## src/rtl/pe_input_stage.sv

```systemverilog
// rtl/pe_input_stage.sv - buffers the first half of each frame and emits (x[k], x[k+N/2]) operand pairs with the aligned twiddle
// Optional PE_IN_FRAME_CNT_EN adds a saturating completed-frame counter on frames_done.
module pe_input_stage #(
    parameter int WORDSIZE = 16,
    parameter int N        = 16,
    parameter int LOGN     = 4
) (
    input  logic                clk,
    input  logic                rst_n,
    input  logic                in_valid,
    input  logic                in_sof,
    input  logic [WORDSIZE-1:0] in_re,
    input  logic [WORDSIZE-1:0] in_im,
    input  logic                tw_we,
    input  logic [LOGN-2:0]     tw_waddr,
    input  logic [WORDSIZE-1:0] tw_wdata,
    output logic                out_valid,
    output logic [WORDSIZE-1:0] out0,
    output logic [WORDSIZE-1:0] out1,
    output logic [WORDSIZE-1:0] out2,
    output logic [WORDSIZE-1:0] out3,
    output logic [WORDSIZE-1:0] twiddle,
    output logic [LOGN-2:0]     out_k,
`ifdef PE_IN_FRAME_CNT_EN
    output logic [15:0]         frames_done,
`endif
    output logic                frame_err
);

    localparam int HALF = N / 2;
    localparam logic [WORDSIZE-1:0] TW_RESET = WORDSIZE'(16'h0400);

    typedef enum logic {FILL, PAIR} state_t;

    state_t          state_q, state_d;
    logic [LOGN-1:0] cnt_q, cnt_d;

    logic            restart;
    logic            buf_we;
    logic [LOGN-2:0] buf_waddr;
    logic            pair_fire;
    logic [LOGN-2:0] pair_k;

    logic [WORDSIZE-1:0] smp_re_q [HALF];
    logic [WORDSIZE-1:0] smp_im_q [HALF];
    logic [WORDSIZE-1:0] tw_q     [HALF];

    logic                out_valid_q;
    logic [WORDSIZE-1:0] out0_q, out1_q, out2_q, out3_q, twiddle_q;
    logic [LOGN-2:0]     out_k_q;
    logic                frame_err_q;

    // A start-of-frame mid-frame abandons the partial frame and restarts at index 0.
    assign restart = in_valid && in_sof && (cnt_q != '0);

    always_ff @(posedge clk or negedge rst_n) begin
        if (!rst_n) begin
            state_q <= FILL;
            cnt_q   <= '0;
        end else begin
            state_q <= state_d;
            cnt_q   <= cnt_d;
        end
    end

    always_comb begin
        state_d = state_q;
        cnt_d   = cnt_q;
        if (in_valid) begin
            if (restart) begin
                cnt_d   = LOGN'(1);
                state_d = FILL;
            end else begin
                cnt_d = cnt_q + LOGN'(1);
                if (cnt_q == LOGN'(HALF - 1))
                    state_d = PAIR;
                else if (cnt_q == LOGN'(N - 1))
                    state_d = FILL;
            end
        end
    end

    // Second-half index k = cnt - N/2 is just the low bits of cnt while in PAIR.
    always_comb begin
        buf_we    = in_valid && (restart || state_q == FILL);
        buf_waddr = restart ? '0 : cnt_q[LOGN-2:0];
        pair_fire = in_valid && !restart && (state_q == PAIR);
        pair_k    = cnt_q[LOGN-2:0];
    end

    always_ff @(posedge clk) begin
        if (buf_we) begin
            smp_re_q[buf_waddr] <= in_re;
            smp_im_q[buf_waddr] <= in_im;
        end
    end

    // Read of tw_q below sees the pre-write value on a same-cycle write.
    always_ff @(posedge clk or negedge rst_n) begin
        if (!rst_n) begin
            for (int i = 0; i < HALF; i++)
                tw_q[i] <= TW_RESET;
        end else if (tw_we) begin
            tw_q[tw_waddr] <= tw_wdata;
        end
    end

    always_ff @(posedge clk or negedge rst_n) begin
        if (!rst_n) begin
            out_valid_q <= 1'b0;
            out0_q      <= '0;
            out1_q      <= '0;
            out2_q      <= '0;
            out3_q      <= '0;
            twiddle_q   <= '0;
            out_k_q     <= '0;
            frame_err_q <= 1'b0;
        end else begin
            out_valid_q <= pair_fire;
            frame_err_q <= frame_err_q | restart;
            if (pair_fire) begin
                out0_q    <= smp_re_q[pair_k];
                out1_q    <= in_re;
                out2_q    <= smp_im_q[pair_k];
                out3_q    <= in_im;
                twiddle_q <= tw_q[pair_k];
                out_k_q   <= pair_k;
            end
        end
    end

`ifdef PE_IN_FRAME_CNT_EN
    logic [15:0] frames_q;

    always_ff @(posedge clk or negedge rst_n) begin
        if (!rst_n)
            frames_q <= '0;
        else if (out_valid_q && out_k_q == (LOGN-1)'(HALF - 1) && frames_q != 16'hFFFF)
            frames_q <= frames_q + 16'd1;
    end

    assign frames_done = frames_q;
`endif

    assign out_valid = out_valid_q;
    assign out0      = out0_q;
    assign out1      = out1_q;
    assign out2      = out2_q;
    assign out3      = out3_q;
    assign twiddle   = twiddle_q;
    assign out_k     = out_k_q;
    assign frame_err = frame_err_q;

endmodule
```

## config.mk

```make
export PLATFORM = sky130hd
export DESIGN_NAME = pe_input_stage
export DESIGN_NICKNAME = d
export VERILOG_FILES = /design/src/rtl/pe_input_stage.sv
export SDC_FILE = /design/constraint.sdc
export NUM_CORES = 1
export LEC_CHECK = 0
export CELL_PAD_IN_SITES_DETAIL_PLACEMENT = 0
export CELL_PAD_IN_SITES_GLOBAL_PLACEMENT = 1
export CORE_MARGIN = 5
export CORE_UTILIZATION = 49
export DETAILED_ROUTE_END_ITERATION = 6
export PLACE_DENSITY = 0.9
export SLEW_MARGIN = 20
export SYNTH_ARGS = -nofsm -noshare
export SYNTH_HDL_FRONTEND = slang
export SYNTH_SLANG_ARGS = --single-unit
```

## constraint.sdc

```tcl
create_clock -name clk -period 4.15 [get_ports clk]
set_input_delay 0.83 -clock clk [delete_from_list [all_inputs] [get_ports clk]]
set_output_delay 0.83 -clock clk [all_outputs]
set_load 0.05 [all_outputs]
```

Yosys cells after proc, flatten, opt, wreduce, memory -nomap -nowiden:

Memory sizes are Yosys's and may differ from the RTL's. A register that Yosys moved wholly into a read port is not among the register bits.
Cells that the tools add are included.

* muxes and demuxes: 13
* reductions and logical operators: 13
* equality and inequality tests: 2
* add/sub/neg operators: 1
* bitwise gates (word level): 4
* magnitude comparators: 3

Operators with widths (count)
* bitwise mux 128 bit: 1
* binary-select mux 16 bit (select 3 bit): 1
* demux 16 bit (select 3 bit): 1
* two-way mux 16 bit: 3
* greater-or-equal comparator 4 bit, second input constant: 2
* NOT 3 -> 4 bit: 2
* logical AND 1 bit: 6
* two-way mux 1 bit: 5
* adder 4 x 1 -> 4 bit, second input constant: 1
* equality test 4 x 3 -> 1 bit, second input constant: 1
* equality test 4 bit, second input constant: 1
* less-than comparator 4 x 1 -> 1 bit, second input constant: 1
* two-way mux 4 bit: 1
* nonzero test 4 bit: 1
* zero test 1 bit: 3
* two-way mux 3 bit: 1
* nonzero test 3 bit: 1
* AND reduction 2 bit: 1
* logical OR 1 bit: 1
* NOT 1 bit: 1
* bitwise OR 1 bit: 1

* memories: 2
* bits in writable memories: 256
* output and inout port bits: 85
* bits in registers: 186

Memories
* smp_im_q: depth 8, bits a word 16, read ports 1, clocked after Yosys merged registers in 1, write ports 1, line 45 `logic [WORDSIZE-1:0] smp_im_q [HALF];`
* smp_re_q: depth 8, bits a word 16, read ports 1, clocked after Yosys merged registers in 1, write ports 1, line 44 `logic [WORDSIZE-1:0] smp_re_q [HALF];`

Logic depth before layout (Yosys ltp):

Gate-level depths: netlist of the first run.

* depth after elaboration: 6
* mapped depth: 10
* gate-level depth less buffers: 7

Worst setup path after synthesis of the first run:

OpenSTA, ideal clock, no wires.

* path kind: input port to flip-flop
* from: in in_valid
* to: mem smp_im_q[4][0] (enable)
* setup time: 0.461 ns
* data required time: 3.689 ns
* stages: 3
* slack: 0.196 ns
* path buffers: 1
* data arrival time: 3.492 ns
* cells stage by stage: clkbuf_1 -> nand4_1 -> nor3_1

* longest elaborated chain between the ends: 6

RTL lines
* from (decl): line 10 `input logic in_valid,`
* logical AND 1 bit (2 in a row): line 54 `assign restart = in_valid && in_sof && (cnt_q != '0);`
* logical OR 1 bit: line 85 `buf_we = in_valid && (restart || state_q == FILL);`
* logical AND 1 bit: line 85
* two-way mux 1 bit: line 92 `if (buf_we) begin`
* two-way mux 1 bit (not written as such): line 94 `smp_im_q[buf_waddr] <= in_im;`
* to (decl): line 45

Several ways; a longest one is shown, not always the timed one.

Worst setup path in the final report of the first run:

* from: reg cnt_q[1]
* to: mem smp_im_q[0][12] (enable)

* longest elaborated chain between the ends: 6

RTL lines
* from (decl): line 36 `logic [LOGN-1:0] cnt_q, cnt_d;`
* from (signal assigned): line 62 `cnt_q <= cnt_d;`
* nonzero test 4 bit: line 54
* logical AND 1 bit: line 54
* logical OR 1 bit: line 85
* logical AND 1 bit: line 85
* two-way mux 1 bit: line 92
* two-way mux 1 bit (not written as such): line 94

Several ways; a longest one is shown, not always the timed one.

==> results of run 1 <==
-- registers in the layout, summed over array words and instances (netlist names) --
name,flops
cnt_q,4
frame_err,1
out0,16
out1,16
out2,16
out3,16
out_k,3
out_valid,1
smp_im_q,128
smp_re_q,128
state_q,1
tw_q,128
twiddle,16
-- cells in the mapped netlist (3+ instances only) --
cell / instances / share of area
nand2_1: 203 / 0.040
mux2_2: 128 / 0.076
nor2b_1: 5 / 0.0016
nor3b_1: 3 / 0.0012
nand4b_2: 3 / 0.0024
o21ai_0: 5 / 0.0013
inv_1: 4 / 0.00079
mux2i_1: 192 / 0.10
nor2_1: 9 / 0.0018
clkbuf_1: 16 / 0.0032
dfstp_2: 8 / 0.011
nand3_1: 48 / 0.013
edfxtp_1: 256 / 0.40
a22oi_1: 96 / 0.038
buf_2: 49 / 0.013
dfrtp_1: 210 / 0.28
buf_4: 6 / 0.0024
-- report_power, final --
group	total, mW	internal [mW]	switching (mW)
clock network	4.08	2.35	1.73
logic	4.90	1.75	3.15
registers	6.28	5.84	0.431
-- final timing paths --
path                            start              end  slack [ps]
setup / recovery             cnt_q[1]  smp_im_q[0][12]        1380
hold / removal                  rst_n         out2[11]         230
setup reg to reg             cnt_q[1]  smp_im_q[0][12]        1380
hold reg to reg            twiddle[3]       twiddle[3]         470
max in group asynchronous       rst_n        tw_q[114]        2970
min in group clk           twiddle[3]       twiddle[3]         470
-- metrics by stage --
stage | setup slack, ps | cells | hold WS, ps | utilization | area (um^2)
after floorplan | 196 | 1269 | 479 | - | 19000
after global placement | 1020 | 1877 | 457 | 0.545 | 21000
after detailed placement | 954 | 1877 | 462 | 0.545 | 21000
after CTS | 1350 | 1966 | 232 | 0.583 | 22500
after global routing | 1130 | 1966 | 256 | 0.583 | 22500
final | 1380 | 1966 | 225 | 0.583 | 22500
-- worst max-delay path, stage by stage, from the launching register on --
cell and delay, ps:
dfrtp_1 640, inv_1 180, ha_1 230, nor3b_1 170, nor2_1 350, o21a_2 830
-- cell families (layout without fill, tap and decap cells) --
group / after synthesis / count (layout) / synth area share
muxes: 320 / 320 / 0.177
and+or+nand+nor: 284 / 284 / 0.0670
DFF: 474 / 474 / 0.691
buffers and inverters: 79 / 258 / 0.0214
AOI/OAI and AO/OA: 110 / 110 / 0.0423
adders and majority gates: 2 / 2 / 0.00131
-- layer usage --
metal,vias to the layer above,global-route usage,routed length (um)
met1,5466,0.257,17500
met5,-,0,20
met3,52,0.0398,2160
met2,253,0.305,19600
li1,4960,-,-
met4,2,0.0486,793
-- layout make-up --
cell class	count	area, um^2	share of cell area
sequential	474	13200	0.585
multi-input combinational	716	5550	0.247
timing repair buffer	164	1620	0.0722
clock buffer	70	1330	0.0589
tap	518	648	0.0288
clock inverter	19	158	0.00701
inverter	5	20.0	0.000890
-- layout by cell type (no fill, tap or decap), types with 3 or more instances in the layout --
| master | count |
|---|---|
| a22oi_1 | 96 |
| buf_12 | 3 |
| buf_4 | 21 |
| clkbuf_1 | 19 |
| clkbuf_16 | 49 |
| clkdlybuf4s50_1 | 139 |
| clkinv_1 | 8 |
| clkinv_2 | 7 |
| dfrtp_1 | 209 |
| dfstp_2 | 8 |
| edfxtp_1 | 256 |
| inv_1 | 4 |
| mux2_2 | 128 |
| mux2i_1 | 192 |
| nand2_1 | 203 |
| nand3_1 | 48 |
| nand4b_2 | 3 |
| nor2_4 | 7 |
| nor2b_1 | 4 |
| nor3b_1 | 3 |
| o21ai_0 | 5 |
==> impl_metrics.tcl, run 1 <==
set metrics [dict create \
    outcome "complete, no violations" \
    core_area_mm2 0.0386 \
    aggregate_global_routing_overflow 0 \
    post_cts.repair.setup_buffers 0 \
    drv_cap 0 \
    drt_first_pass_iters 7 \
    clock_skew_ps 17.9 \
    antenna_cells_inserted 0 \
    syn-cell-area_mm2 0.0190 \
    dpl.hpwl_um 23200 \
    antenna_found_initial 1 \
    drive_gt1_frac 0.171 \
    wl_per_cell_um 20.4 \
    route.vias.total 10700 \
    finalPower_mw 15.3 \
    vias_per_cell 5.46 \
    areaGrowthSynthToFinish_pct 18.1 \
    starting_density_of_the_core 0.494 \
    die_area_mm2 0.0429 \
    gp_congestion 0.739 \
    fin_crit_ps 2770 \
    maximum_vdd_drop_uv 459 \
    worst_hold_path_type "primary input to asynchronous set/reset pin" \
    clock_insertion_delay_worst_skew_ps 570 \
    drt-total-wl_um 40000 \
    synth.yosys.warnings 0 \
    slew_viol_final 0 \
    drt_iter0_drc 703 \
    synth_enable_flop_cells 256 \
    required_ps 4330 \
    clock_edge_transition_at_the_registers_on_the_reported_setup_and_hold_paths_ps 60 \
    power.density_mw_per_mm2 679 \
    drcViolationCount 0 \
    grt_use_total 0.186 \
    cts_max_path_buffers 3 \
    criticalPathCategory "flip-flop to flip-flop" \
    vias_in_the_first_global_route 11100 \
    rsz_0062_raised_after_global_routing "false" \
    hold_viol 0 \
    grt_first_pass_wirelength_um 64000 \
    ys_ff_latch 474 \
    die_height_um 207 \
    timing.slew.headroom 0.254 \
    postSynthNetCount 1327 \
    cts.root.buffer_cell "clkbuf_16" \
    io_pins 141 \
    cts_hold_buffers 0 \
    synthesis.area_per_instance_um2 15.0 \
    cts_inserted_buffers 48 \
    cts-resized-gates 0 \
    endpoint_kind "flip-flop" \
    placement.io_buffers 140 \
    path_max_fanout 32 \
    post_layout_nets 1467 \
    final_period_util 0.669 \
    floorplan.rows 72 \
    cts.sinks 474 \
    nFillCells 3003 \
    clock.fmax_mhz 360 \
    grt_max_degree 135 \
    reg2regPathDepth 5 \
    tns_ps 0 \
    setup_violations 0 \
    timing.critical_path.arrival_ps 2960 \
    cts_tree "yes" \
    power_leakage_nw 9.32 \
    synthArstFlopShare 0.460 \
    ys_seq_area_frac 0.691 \
    final_antenna_net_count 0 \
    worst-slew-pin-transition_ps 1120 \
    synth_cell_types 37 \
    critical_path.startpoint_type "flip-flop" \
    synth_cells 1269 \
    primary_ff_master_synth "edfxtp_1" \
    die_w_um 207 \
    cts_htree_levels 2 \
]
(Power assumes the default switching activity.)
==> run 2: changes to the inputs <==
==> constraint.sdc (replaced) <==
create_clock -name clk -period 2.7 [get_ports clk]
set_input_delay 0.54 -clock clk [delete_from_list [all_inputs] [get_ports clk]]
set_output_delay 0.54 -clock clk [all_outputs]
set_load 0.05 [all_outputs]
==> run 2 against run 1 <==
Net effect: power grew 56%; via count rose by 1.2%; die area did not move; global-route usage hardly changed; critical path depth shrank 4; non-clock buffer count is 18 higher; routed wire length rose by 1.3%; cell count up 0.97%; first-iteration DRC count is 13% lower; register-to-register slack worse by 930 ps; critical path type is now flip-flop to primary output.
==> impl_metrics.tcl, run 2 (synthesis gave the netlist of run 1 again) <==
set metrics [dict create \
    outcome "complete, no violations" \
    setup_violations 0 \
    cts.sinks 474 \
    timing.critical_path.arrival_ps 1820 \
    timing.slew.headroom 0.379 \
    power_switching_share 0.347 \
    post_layout_nets 1484 \
    post-route-worst-setup-slack_ps 342 \
    path_max_fanout 2 \
    placement.io_buffers 140 \
    cts_max_path_buffers 3 \
    worst-slew-pin-transition_ps 922 \
    clock_power_share 0.272 \
    maximum_vdd_drop_uv 911 \
    drt_iter0_drc 613 \
    vias_in_the_first_global_route 11500 \
    die_area_mm2 0.0429 \
    drt-total-wl_um 40500 \
    commonest_non_fill_non_tap_cell_in_the_layout "edfxtp_1" \
    gp_congestion 0.745 \
    route.vias.total 10900 \
    aggregate_global_routing_overflow 0 \
    worst_path_slowest_cell "clkdlybuf4s50_1" \
    die_w_um 207 \
    seq_power_share 0.403 \
    hold_viol 0 \
    power.density_mw_per_mm2 1040 \
    mostFrequentLayoutCells "edfxtp_1, dfrtp_1, nand2_1" \
    core_area_mm2 0.0386 \
    grt_max_degree 94 \
    critical_path.startpoint_type "flip-flop" \
    criticalPathCategory "flip-flop to primary output" \
    cts-resized-gates 0 \
    vias_per_cell 5.47 \
    areaGrowthSynthToFinish_pct 20.3 \
    io_pins 141 \
    power.internal_mw 15.6 \
    preCtsSetupSlack_ps 82.4 \
    pwr-share-comb 0.325 \
    drive_gt1_frac 0.191 \
    cts_htree_levels 2 \
    slew_viol_final 0 \
    power_leakage_nw 9.52 \
    fin_crit_ps 2360 \
    worst_hold_path_type "flip-flop to flip-flop" \
    power.switching_mw 8.26 \
    dpl.hpwl_um 23300 \
    nFillCells 2956 \
    largestRegisters "smp_im_q x128, smp_re_q x128, tw_q x128" \
    post-place-cells 1894 \
    finalPower_mw 23.8 \
    r2r_slack_ps 450 \
    clock_edge_transition_at_the_registers_on_the_reported_setup_and_hold_paths_ps 60 \
    cpPeakStageDelay_ps 850 \
    worstPathBufferInverterCount 1 \
    starting_density_of_the_core 0.494 \
    drv_cap 0 \
    drt_first_pass_iters 5 \
    floorplan.rows 72 \
    post_cts.repair.setup_buffers 0 \
    wl_per_cell_um 20.4 \
    timing.critical_path.cells "clkdlybuf4s50_1" \
    critPathTopFamily "buffers and inverters" \
    die_height_um 207 \
    clock.fmax_mhz 424 \
    final_period_util 0.874 \
    post-route-util 0.594 \
    required_ps 2160 \
    cts_tree "yes" \
    antenna_found_initial 3 \
    final_antenna_net_count 0 \
    endpoint_kind "primary output" \
    rsz_0062_raised_after_global_routing "false" \
    cts_inserted_buffers 47 \
    drcViolationCount 0 \
    clock_skew_ps 16.3 \
    final_cell_count_no_fill 1985 \
    clock_insertion_delay_worst_skew_ps 560 \
    grt_first_pass_wirelength_um 64600 \
    cts.root.buffer_cell "clkbuf_16" \
    grt_use_total 0.186 \
]
[run 2: cell count changes in the layout (fill, tap and decap cells not counted), sizes merged]
cell,before,now
buf,25,42
clkbuf,70,66
clkinvlp,0,1
diode,0,3
dlygate4sd3,0,1
inv,7,8
[run 2: power by group through the flow]
stage / combinational [mW] / sequential (mW) / clock, mW
final: 7.75 / 9.60 / 6.49
after global routing: 8.28 / 9.75 / 6.92
after CTS: 7.84 / 9.60 / 6.61
after detailed placement: 7.81 / 9.73 / 0
after global placement: 7.66 / 9.68 / 0
after floorplan: 3.20 / 11.6 / 0
[run 2: final cells by class]
type | instances | area, um^2 | share of cell area
Antenna cell | 3 | 7.51 | 0.000328
Timing Repair Buffer | 182 | 1950 | 0.0851
Sequential cell | 474 | 13200 | 0.575
Inverter | 5 | 20.0 | 0.000874
Tap cell | 518 | 648 | 0.0283
Clock inverter | 21 | 180 | 0.00787
Multi-Input combinational cell | 716 | 5560 | 0.243
Clock buffer | 66 | 1380 | 0.0602
[run 2: per-stage QoR]
step	hold slack [ps]	setup TNS (ps)	area, um^2
2_1_floorplan	244	-31390	19000
3_3_place_gp	446	0	21300
6_report	472	0	22900
5_1_grt	490	0	22900
3_5_place_dp	453	0	21300
4_1_cts	478	0	22900
[run 2: worst paths after layout]
path	startpoint	endpoint	cells past startpoint
max in group asynchronous	rst_n	tw_q[15]	3
hold reg to reg	out1[4]	out1[4]	2
setup / recovery	out2[15]	out2[15]	1
hold / removal	out1[4]	out1[4]	2
min in group asynchronous	rst_n	out0[3]	2
setup reg to reg	cnt_q[0]	out0[0]	6
[run 2: layer usage]
layer	GRT usage	vias to the layer above	wire length [um]
met2	0.310	239	20100
met4	0.0479	0	545
li1	-	5023	-
met5	0	-	0
met1	0.258	5554	18100
met3	0.0325	41	1760
[run 2: what timing repair did]
action / in CTS / in global routing
hold buffers: 1 / 0
hold endpoints to repair: 34 / 0
setup endpoints to repair: 0 / 0
==> run 3: changes to the inputs <==
--- a/config.mk
+++ b/config.mk
@@ -7,9 +7,10 @@
 export LEC_CHECK = 0
 export CELL_PAD_IN_SITES_DETAIL_PLACEMENT = 0
 export CELL_PAD_IN_SITES_GLOBAL_PLACEMENT = 1
-export CORE_MARGIN = 5
+export CORE_MARGIN = 2
 export CORE_UTILIZATION = 49
 export DETAILED_ROUTE_END_ITERATION = 6
+export GPL_TIMING_DRIVEN = 0
 export PLACE_DENSITY = 0.9
 export SLEW_MARGIN = 20
 export SYNTH_ARGS = -nofsm -noshare
==> run 3 against run 2 <==
Net effect: first-iteration DRC count up 46%; die area decreased by 5.7%; clock power up 2%; highest routed layer is now met5; combinational power is 2% higher; critical path type is now flip-flop to flip-flop.
==> impl_metrics.tcl, run 3 (synthesis gave the netlist of run 1 again) <==
set metrics [dict create \
    outcome "complete, no violations" \
    final_cell_count_no_fill 2027 \
    route.vias.total 11300 \
    worst-slew-pin-transition_ps 696 \
    timing.slew.headroom 0.536 \
    regToRegEndpoint "smp_re_q[1][12]" \
    power_switching_share 0.353 \
    drt_first_pass_iters 5 \
    post_layout_nets 1527 \
    timing.critical_path.arrival_ps 2900 \
    drcViolationCount 0 \
    cts.root.buffer_cell "clkbuf_16" \
    critical_path.startpoint_type "flip-flop" \
    power_leakage_nw 9.66 \
    post-route-util 0.600 \
    clock_power_share 0.273 \
    multi_input_area_mm2 0.00555 \
    setup_violations 0 \
    endpoint_kind "flip-flop" \
    cts_inserted_buffers 47 \
    vias_per_cell 5.56 \
    placement.io_buffers 136 \
    wl_per_cell_um 21.5 \
    die_area_mm2 0.0404 \
    cts.sinks 474 \
    crit-reg2reg-launch "cnt_q[0]" \
    reg2regPathDepth 8 \
    required_ps 2980 \
    criticalPathCategory "flip-flop to flip-flop" \
    final_antenna_net_count 0 \
    pwr-share-comb 0.328 \
    grt_use_total 0.217 \
    fin_worst_hold_slack_ps 439 \
    drv_cap 0 \
    path_max_fanout 19 \
    largestRegisters "smp_im_q x128, smp_re_q x128, tw_q x128" \
    sequential_cell_area_mm2 0.0132 \
    core_area_mm2 0.0385 \
    fin_crit_ps 2620 \
    power.switching_mw 8.53 \
    commonest_non_fill_non_tap_cell_in_the_layout "edfxtp_1" \
    io_pins 141 \
    post-place-cells 1935 \
    die_height_um 201 \
    cts_htree_levels 2 \
    drt-total-wl_um 43600 \
    r2r_slack_ps 80 \
    cts_max_path_buffers 3 \
    cts_tree "yes" \
    areaGrowthSynthToFinish_pct 21.3 \
    clock.fmax_mhz 382 \
    clock_insertion_delay_worst_skew_ps 590 \
    dpl.hpwl_um 28400 \
    die_w_um 201 \
    drive_gt1_frac 0.208 \
    vias_in_the_first_global_route 11800 \
    clock_skew_ps 32.9 \
    mostFrequentLayoutCells "edfxtp_1, dfrtp_1, nand2_1" \
    starting_density_of_the_core 0.495 \
    aggregate_global_routing_overflow 0 \
    maximum_vdd_drop_uv 717 \
    power.density_mw_per_mm2 1050 \
    grt_max_degree 94 \
    antenna_found_initial 3 \
    worst_hold_path_type "primary input to asynchronous set/reset pin" \
    gp_congestion 0.792 \
    slew_viol_final 0 \
    nFillCells 2846 \
    clock_edge_transition_at_the_registers_on_the_reported_setup_and_hold_paths_ps 60 \
    drt_iter0_drc 893 \
    floorplan.rows 72 \
    seq_power_share 0.399 \
    final_period_util 0.969 \
    hold_viol 0 \
    grt_first_pass_wirelength_um 67100 \
    power.internal_mw 15.7 \
]
[run 3: changes by cell type in the layout (fill, tap and decap cells not counted), sizes merged]
cell	change
bufinv	+1
buf	+27
diode	-2
clkbuf	+18
clkinvlp	+1
inv	-1
clkdlybuf4s50	-4
clkinv	+2
[run 3: how the worst max path moves through the flow]
stage          startpoint               to  slack [ps]  cells after the start
5_1_grt          cnt_q[0]          out3[9]          -2                     10
2_1_floorplan    cnt_q[0]   smp_im_q[1][0]        -270                      7
6_report         cnt_q[0]  smp_re_q[1][12]          80                      8
3_3_place_gp        rst_n         tw_q[20]       -8210                      1
3_5_place_dp     in_valid  smp_re_q[4][12]        -540                      5
4_1_cts          cnt_q[0]         out2[13]          20                      9
[run 3: routing by layer]
| metal | part of all wire | wire length [um] | GRT usage |
|---|---|---|---|
| met4 | 0.026 | 1110 | 0.0778 |
| met2 | 0.50 | 21700 | 0.364 |
| met5 | 0.00064 | 28 | 0 |
| met1 | 0.41 | 17900 | 0.284 |
| met3 | 0.066 | 2870 | 0.0401 |
[run 3: final cells by class]
type                    count  area share
flip-flops and latches    474       0.570
multi-input cells         716       0.240
repair buffers            151      0.0734
clock buffers              64      0.0590
well taps                 518      0.0281
plain buffers              74      0.0176
clock inverters            24      0.0105
inverters                   5    0.000813
diodes                      1    0.000108
[run 3: timing repair]
item	in CTS	in global routing
endpoints found under the setup margin	202	148
resized for setup	9	9
pin swaps	0	1
setup buffers	0	2
hold buffers	1	0
cloned	0	0
hold endpoints to repair	47	0
[run 3: critical path: stages (launching register included)]
cell,delay [ps]
dfrtp_1,390
buf_2,220
clkbuf_4,250
inv_1,130
ha_1,190
nor2b_1,180
o21ai_2,150
nor2_4,540
buf_16,250
[run 3: through the flow]
| step | setup slack [ps] | total power [mW] | instance area (um^2) | setup TNS (ps) |
|---|---|---|---|---|
| floorplan | -269 | 14.8 | 19000 | -31390 |
| global placement | -8210 | 17.4 | 21000 | -2148210 |
| detailed placement | -536 | 17.7 | 21400 | -81310 |
| CTS | 23.4 | 24.3 | 23000 | 0 |
| global route | -2.42 | 25.2 | 23100 | -2.42 |
| finish | 84.0 | 24.2 | 23100 | 0 |
[run 3: power groups by stage]
stage               combinational, mW  clock, mW  sequential [mW]
floorplan                        3.20          0             11.6
global placement                 7.63          0             9.73
detailed placement               7.90          0             9.76
CTS                              7.96       6.70             9.64
global route                     8.42       6.99             9.78
finish                           7.93       6.61             9.64
==> variant: new RTL, config.mk and constraints of run 3 <==
The output `out_valid` loses its register stage (`out_valid_q` becomes a continuous assignment).
--- a/src/rtl/pe_input_stage.sv
+++ b/src/rtl/pe_input_stage.sv
@@ -108,5 +108,4 @@
     always_ff @(posedge clk or negedge rst_n) begin
         if (!rst_n) begin
-            out_valid_q <= 1'b0;
             out0_q      <= '0;
             out1_q      <= '0;
@@ -117,5 +116,4 @@
             frame_err_q <= 1'b0;
         end else begin
-            out_valid_q <= pair_fire;
             frame_err_q <= frame_err_q | restart;
             if (pair_fire) begin
@@ -129,4 +127,6 @@
         end
     end
+
+    assign out_valid_q = pair_fire;
 
 `ifdef PE_IN_FRAME_CNT_EN
Behaviour: not the same (Yosys sat finds a counterexample within 10 cycles, from zero or initial values and one cycle with rst_n low).
==> variant against run 3 <==
  * Register-to-register slack gained 0.05 ns
  * Setup slack worse by 0.026 ns
  * Final area fell by 0.36%
  * Routed wire length is 0.72% lower
  * Clock power is 4.5% lower
  * Total power is 1.1% lower
  * Clock skew fell by 0.024 ns
  * Sequential cell count is 1 lower
  * Sequential power barely moved
  * Non-clock buffer count is 5 higher
  * First-iteration DRC count grew 0.90%
  * Synthesized area fell by 0.13%
==> variant: results (changes against run 3) <==
metric	value	unit	change
status	completed		unchanged
nFillCells	2903		was 2,846
numCtsBuffers	47		unchanged
wl_per_cell	21.3	µm	was 21.5 µm
synth_most_common_cell	edfxtp_1		unchanged
synth-edff-count	256		unchanged
clk_latency	0.56	ns	was 0.59 ns
grt_pass1_vias	11676		was 11,813
instances_no_fill	2032		was 2,027
nNonClkInverters	5		unchanged
max_stage_delay	0.40	ns	was 0.54 ns
skew	0.00894	ns	was 0.0329 ns
drt_iter0_drc	901		was 893
yosysSeqAreaShare	69.1	%	about the same
crit_slowest_cell	dfrtp_1		was nor2_4
crit_arrival	2.10	ns	was 2.90 ns
largestRegisters	smp_im_q (128), smp_re_q (128), tw_q (128)		unchanged
cts_sinks	473		was 474
swShare	35.3	%	about the same
post-place-ws	-0.902	ns	was -0.536 ns
relSlewSlack	35.1	%	was 53.6%
syn_nets	1326		was 1,327
dpl_cell_area	21400	µm²	about the same
antenna_found_initial	3		unchanged
grt_pass1_wl	67100	µm	about the same
dp_hpwl	28000	µm	was 28,400 µm
clock_area_share	6.58	%	was 6.96%
clkPwrFrac	26.4	%	was 27.3%
cts_resized	21		was 9
n_antenna_cell	2		was 1
crit_fanout	3		was 19
area_growth	21.0	%	was 21.3%
drive_gt1_share	20.4	%	was 20.8%
synth_cell_types	37		unchanged
ir_drop	0.613	mV	was 0.717 mV
combPwrFrac	33.4	%	was 32.8%
track_usage	21.5	%	was 21.7%
async_reset_ff_share	45.9	%	was 46.0%
intPower	15.5	mW	was 15.7 mW
buffer_area_share	9.28	%	was 9.10%
syn_area_per_cell	15.0	µm²	about the same
routabilityCongestion	0.790		was 0.792
multiInputGateArea	5540	µm²	was 5550 µm²
via_per_inst	5.54		was 5.56
synthTopCellsByCount	256 x edfxtp_1, 209 x dfrtp_1, 203 x nand2_1, 192 x mux2i_1, 128 x mux2_2		was 256 x edfxtp_1, 210 x dfrtp_1, 203 x nand2_1, 192 x mux2i_1, 128 x mux2_2
placedCellCount	1934		was 1,935
post_cts_buffers	6		was 0
p_leak	9.60	nW	was 9.66 nW
ys_top_cells_by_area	edfxtp_1 40%, dfrtp_1 28%, mux2i_1 10%		unchanged
signal_buffers	230		was 225
nets	1531		was 1,527
seq_area_share	57.1	%	was 57.0%
grt_max_degree	101		was 94
syn_area	19000	µm²	about the same
clock_buffers	67		was 64
variant: cell count changes after synthesis:
| cell | before | now |
|---|---|---|
| dfrtp_1 | 210 | 209 |
variant: metal layers:
metal | share of wire, % | track usage (%)
met5 | 0.030 | 0
met4 | 3.5 | 9.02
met3 | 5.7 | 3.05
met2 | 50 | 36.1
met1 | 41 | 28.4
variant: kinds of logic after synthesis:
group / count (synthesis) / synth area share [%]
compound gates: 110 / 4.24
fa+ha+maj: 2 / 0.132
buf+inv: 79 / 2.14
flops: 473 / 69.1
mux: 320 / 17.7
simple gates: 284 / 6.71
variant: final timing paths:
kind                       startpoint          to  slack (ns)  cells after the start
min reg2reg                twiddle[4]  twiddle[4]        0.47                      2
min in group clk           twiddle[4]  twiddle[4]        0.47                      2
min                             rst_n     out1[4]        0.42                      2
max in group asynchronous       rst_n    tw_q[95]        1.50                      3
max reg2reg                  cnt_q[0]     out3[9]        0.13                     11
max                          cnt_q[0]   out_valid        0.06                      9
